<file path="src/rtl/display_scan_driver_pkg.sv">
// rtl/display_scan_driver_pkg.sv - shared converter states, display constants and add-3 helper
package display_scan_driver_pkg;

    typedef enum logic [1:0] {
        ST_IDLE   = 2'd0,
        ST_SHIFT  = 2'd1,
        ST_COMMIT = 2'd2
    } conv_state_t;

    localparam int          DISP_DIGITS = 4;
    localparam int          BIN_W       = 14;
    localparam logic [13:0] DISP_MAX    = 14'd9999;

    // Double-dabble correction: any BCD nibble of 5 or more gets 3 added before the shift
    function automatic logic [15:0] add3_nibbles(input logic [15:0] v);
        logic [15:0] r;
        r = v;
        for (int i = 0; i < DISP_DIGITS; i++) begin
            if (v[i*4 +: 4] >= 4'd5) begin
                r[i*4 +: 4] = v[i*4 +: 4] + 4'd3;
            end
        end
        return r;
    endfunction

endpackage

</file>
<file path="src/rtl/display_scan_driver_bin2bcd_seq.sv">
// rtl/display_scan_driver_bin2bcd_seq.sv - iterative shift-add-3 binary to BCD converter
module bin2bcd_seq
    import display_scan_driver_pkg::*;
(
    input  logic             clk,
    input  logic             rst,
    input  logic [BIN_W-1:0] bin,
    input  logic             load,
    output logic             ready,
    output logic             ovf,
    output logic [15:0]      bcd_out,
    output logic             done
);

    conv_state_t      state_q, state_d;
    logic [BIN_W-1:0] bin_sh_q, bin_sh_d;
    logic [15:0]      acc_q, acc_d;
    logic [3:0]       cnt_q, cnt_d;
    logic             ovf_q, ovf_d;
    logic [29:0]      shift_src;

    // Converter state register
    always_ff @(posedge clk or posedge rst) begin
        if (rst) begin
            state_q  <= ST_IDLE;
            bin_sh_q <= '0;
            acc_q    <= '0;
            cnt_q    <= '0;
            ovf_q    <= 1'b0;
        end else begin
            state_q  <= state_d;
            bin_sh_q <= bin_sh_d;
            acc_q    <= acc_d;
            cnt_q    <= cnt_d;
            ovf_q    <= ovf_d;
        end
    end

    // Next-state: capture clamped value, run 14 correct-and-shift steps, then one commit cycle
    always_comb begin
        state_d   = state_q;
        bin_sh_d  = bin_sh_q;
        acc_d     = acc_q;
        cnt_d     = cnt_q;
        ovf_d     = ovf_q;
        shift_src = {add3_nibbles(acc_q), bin_sh_q};
        case (state_q)
            ST_IDLE: begin
                if (load) begin
                    bin_sh_d = (bin > DISP_MAX) ? DISP_MAX : bin;
                    acc_d    = '0;
                    cnt_d    = '0;
                    ovf_d    = (bin > DISP_MAX);
                    state_d  = ST_SHIFT;
                end
            end
            ST_SHIFT: begin
                {acc_d, bin_sh_d} = {shift_src[28:0], 1'b0};
                cnt_d = cnt_q + 4'd1;
                if (cnt_q == 4'(BIN_W - 1)) begin
                    state_d = ST_COMMIT;
                end
            end
            ST_COMMIT: begin
                state_d = ST_IDLE;
            end
            default: begin
                state_d = ST_IDLE;
            end
        endcase
    end

    assign ready   = (state_q == ST_IDLE);
    assign done    = (state_q == ST_COMMIT);
    assign ovf     = ovf_q;
    assign bcd_out = acc_q;

endmodule

</file>
<file path="src/rtl/display_scan_driver.sv">
// rtl/display_scan_driver.sv - BCD conversion and 4-digit multiplexed scan; optional LEADING_ZERO_BLANK_EN
module display_scan_driver
    import display_scan_driver_pkg::*;
#(
    parameter int CLK_DIV = 50000
) (
    input  logic             clk,
    input  logic             reset,
    input  logic [BIN_W-1:0] bin,
    input  logic             load,
    input  logic             en,
    output logic             ready,
    output logic             ovf,
    output logic [3:0]       bcd,
    output logic             blank,
    output logic [3:0]       an
);

    localparam int PW = (CLK_DIV > 1) ? $clog2(CLK_DIV) : 1;

    logic [PW-1:0] presc_q, presc_d;
    logic [1:0]    idx_q, idx_d;
    logic [15:0]   digits_q, digits_d;
    logic [15:0]   conv_bcd;
    logic          conv_done;
    logic          tick;
    logic [DISP_DIGITS-1:0] lz;

    bin2bcd_seq u_conv (
        .clk     (clk),
        .rst     (reset),
        .bin     (bin),
        .load    (load),
        .ready   (ready),
        .ovf     (ovf),
        .bcd_out (conv_bcd),
        .done    (conv_done)
    );

    // Prescaler, slot index and committed digit registers
    always_ff @(posedge clk or posedge reset) begin
        if (reset) begin
            presc_q  <= '0;
            idx_q    <= '0;
            digits_q <= '0;
        end else begin
            presc_q  <= presc_d;
            idx_q    <= idx_d;
            digits_q <= digits_d;
        end
    end

    assign tick = (presc_q == PW'(CLK_DIV - 1));

    // Slot advance on tick; digits only change on the converter's commit cycle
    always_comb begin
        presc_d  = tick ? '0 : presc_q + PW'(1);
        idx_d    = tick ? idx_q + 2'd1 : idx_q;
        digits_d = conv_done ? conv_bcd : digits_q;
    end

    // Output mux: digit select, active-low anode, blanking
    always_comb begin
        lz  = '0;
`ifdef LEADING_ZERO_BLANK_EN
        lz[3] = (digits_q[15:12] == 4'd0);
        lz[2] = lz[3] && (digits_q[11:8] == 4'd0);
        lz[1] = lz[2] && (digits_q[7:4] == 4'd0);
        lz[0] = 1'b0;
`endif
        bcd   = digits_q[idx_q*4 +: 4];
        an    = en ? ~(4'b0001 << idx_q) : 4'b1111;
        blank = ~en | lz[idx_q];
    end

endmodule
</file>
<file path="config.mk">
export PLATFORM = sky130hd
export DESIGN_NAME = display_scan_driver
export DESIGN_NICKNAME = d
export VERILOG_FILES = /design/src/rtl/display_scan_driver_pkg.sv /design/src/rtl/display_scan_driver_bin2bcd_seq.sv /design/src/rtl/display_scan_driver.sv
export SDC_FILE = /design/constraint.sdc
export NUM_CORES = 1
export LEC_CHECK = 0
export ABC_CLOCK_PERIOD_IN_PS = 2800
export CAP_MARGIN = 20
export CORE_AREA = 10 10 94 96
export DETAILED_ROUTE_END_ITERATION = 8
export DIE_AREA = 0 0 104 106
export PLACE_DENSITY = 0.79
export SLEW_MARGIN = 30
export SYNTH_ARGS = -nofsm -noshare
export SYNTH_HDL_FRONTEND = slang
export SYNTH_SLANG_ARGS = --single-unit
export TNS_END_PERCENT = 50
</file>
<file path="constraint.sdc">
create_clock -name clk -period 2.8 [get_ports clk]
set_input_delay 0.56 -clock clk [delete_from_list [all_inputs] [get_ports clk]]
set_output_delay 0.56 -clock clk [all_outputs]
set_load 0.05 [all_outputs]
</file>
==> summary.txt <==
Logic synthesis
  – Post-Syn Nets: 371
  – Syn Inst Count: 338
  – Top cell type's share of synthesized area: 51.2%
  – Mapped Area: 3470 um2
  – Most common cell in the netlist: dfrtp_1
  – Dominant cells by area after synthesis: dfrtp_1 51%, ha_1 5.4%, o21ai_0 4.6%
  – FFs w/ async S/R, synth: 100%
  – Flops & latches, synth: 71
  – Post-synth EDFFs: 0
  – Register area share after synthesis: 51.2%
  – Main flop type after synthesis: dfrtp_1
  – Largest area contributor in the netlist: dfrtp_1
  – Distinct cell type count after synthesis: 33
  – Average size of a mapped cell: 10.3 um2
  – Top cells by count, synth: 71 x dfrtp_1, 41 x nand2_1, 32 x o21ai_0, 29 x nand3_1
  – Ys Warns: 0

Worst setup path
  – Reg-to-reg slack, setup: 850 ps
  – Reg-to-Reg Start: presc_q[7]$_DFF_PP0_
  – FF-to-FF End: presc_q[14]$_DFF_PP0_
  – Data required, critical path: 2240 ps
  – Crit path kind: flop to output port
  – CP Buf/Inv Count: 1
  – Worst EP arrival: 2130 ps
  – Critical path endpoint category: output port
  – R2r worst-path depth: 4
  – Worst path slowest cell: clkdlybuf4s50_1
  – CP Max Fanout: 7
  – Levels on crit path: 2
  – CP top delay family: buffers and inverters
  – Critical Path Source Type: flop
  – Largest stage delay, worst path: 710 ps
  – CP cell instances: mux4_2, clkdlybuf4s50_1

Routing
  – Vias per cell: 5.37
  – TritonRoute pass-1 iters: 4
  – Routed len/inst: 14.3 um
  – Total wire length: 6.72 mm
  – # DRC: 0
  – Vias: 2524
  – Violation count after the first detailed-route iteration: 141
  – ANT nets after route: 0

STA
  – Layout Skew: 8.68 ps
  – RSZ-0062 raised after global routing: false
  – Tcrit/Tclk final: 96.2%
  – Final min period: 2690 ps
  – Maximum clock frequency: 371 MHz
  – Worst Tran Pin Value: 871 ps
  – Slew Limit Fails: 0
  – Headroom to the max-slew limit: 41.9%
  – Hold Vio Cnt, Final: 0
  – Setup violators final: 0
  – Hold_ws: 481 ps
  – Setup TNS after final layout: 0 ps

Global routing
  – First-pass GRT wire length: 11.6 mm
  – GRT Resource Usage Total: 12.5%
  – GRT overflow: 0
  – Vias in the first global route: 2513
  – Initial antenna violation count: 0
  – Largest net degree at the start of global routing: 37

Min path
  – Min-delay worst type: flop to flop
  – Hold Path Sink: u_conv.bin_sh_q[11]$_DFFE_PP0P_
  – Hold Path Stages: 2
  – Min-delay src: u_conv.bin_sh_q[10]$_DFFE_PP0P_

Clock network
  – CTS H-tree lvls: 3
  – Clock sink count: 71
  – Root buf cell: clkbuf_8
  – CTS tree: yes
  – Post-CTS Hold Buffers: 0
  – CTS Buf Count: 9
  – CTS clk-pin slew, worst paths: 70 ps
  – Clk_lat worst skew: 340 ps
  – Max Root-Sink Buffers: 2
  – Setup Fix Bufs, Post-CTS: 0
  – CTS resizes: 0

Die
  – Number of top-level pins: 29
  – Core area: 7060 um2
  – Initial Util: 49.1%
  – Die Span Y: 106 um
  – Row cnt: 31
  – Die W: 104 um
  – Die area: 11000 um2

Outcome
  – Outcome: completed

Power
  – Peak VDD IR: 0.802 mV
  – Pleak: 1.84 nW
  – Pwr Density: 908 nW/um2
  – Overall Power: 3.69 mW

Placement
  – Routability cong.: 0.795
  – HPWL after detailed placement: 4.84 mm
  – Placed insts: 455
  – Placed inst area: 3850 um2
  – Port Buf Inserts: 28

Layout
  – Fraction of layout instances using a drive strength above 1: 12.9%
  – Layout area overhead: 17.1%
  – # diodes: 0
  – Nets: 400
  – Fin cells: 470
  – Post-route cell area: 4060 um2

Flow run
  – Max-cap violations: 0
-- report_power, final --
part	leakage, nW	internal, mW	switching [mW]	total [mW]
clock network	0.109	0.518	0.364	0.882
registers	0.916	1.34	0.238	1.57
logic	0.814	0.525	0.705	1.23
total	1.84	2.38	1.31	3.69
-- final cells by class --
cell class	count	area, um2
Clock buffer	11	141
Fill cell	595	3000
Clock inverter	4	70.1
Sequential cell	71	1780
Multi-Input combinational cell	233	1560
Timing Repair Buffer	33	318
Inverter	19	71.3
Tap cell	99	124
-- kinds of logic after synthesis --
group / count (synthesis) / share of synthesized area [%]
flip-flops: 71 / 51.2
buffers and inverters: 34 / 3.90
XOR/XNOR: 20 / 5.05
AND/OR/NAND/NOR: 121 / 17.2
AO/OA/AOI/OAI: 59 / 9.89
adder cells (fa/ha/maj): 15 / 5.41
multiplexers: 18 / 7.25
-- worst max path at each step --
stage / startpoint / end
after floorplan: reset / digits_q[0]$_DFFE_PP0N_
after global placement: load / u_conv.bin_sh_q[12]$_DFFE_PP0P_
after detailed placement: idx_q[0]$_DFFE_PP0N_ / bcd[3]
after CTS: idx_q[0]$_DFFE_PP0N_ / bcd[3]
after global routing: idx_q[0]$_DFFE_PP0N_ / bcd[2]
final: idx_q[0]$_DFFE_PP0N_ / bcd[3]
-- placed cells by master, fill, tap and decap left out, drive strengths merged, types with 2 or more instances in the layout --
master         Yosys  final
dfrtp             71     71
buf                1     10
a22oi             12     12
mux4               4      4
bufinv             0      2
o21ai             33     33
clkbuf            14     11
nand2b             6      6
nor2b              2      2
nand2             41     41
nor3               9      9
nor3b              2      2
o31ai              3      3
clkdlybuf4s50      0     23
ha                15     15
nand4              5      5
a21oi              8      8
nor2              19     19
xor2               8      8
nor4               3      3
clkinv             0      2
nand3             29     29
xnor2             12     12
mux2              14     14
inv               19     19
-- worst min-delay path: stages, from the launching register on --
cell	delay [ps]
dfrtp_1	350
nand2_1	50
nand2_1	50
-- layer usage --
metal	share of wire, %	vias up	wire (um)	global-route usage (%)
met1	47	1226	3160	15.8
met4	1.1	0	76	4.87
met5	0	-	0	0
met3	5.8	9	389	3.50
li1	-	1231	-	-
met2	46	58	3090	20.0
-- sequential cells by signal, indices dropped and copies added (netlist names) --
| register | flops |
|---|---|
| presc_q | 16 |
| u_conv.bin_sh_q | 14 |
| idx_q | 2 |
| digits_q | 16 |
| u_conv.bcd_out | 16 |
| u_conv.cnt_q | 4 |
| u_conv.state_q | 2 |
| u_conv.ovf | 1 |
-- metrics by stage --
stage | utilization, % | setup slack (ps)
after floorplan | - | 443
after global placement | 54.5 | 431
after detailed placement | 54.5 | 454
after CTS | 57.5 | 83.4
after global routing | 57.5 | 15.1
final | 57.5 | 107
No activity file was read; power rests on OpenSTA's default activity.
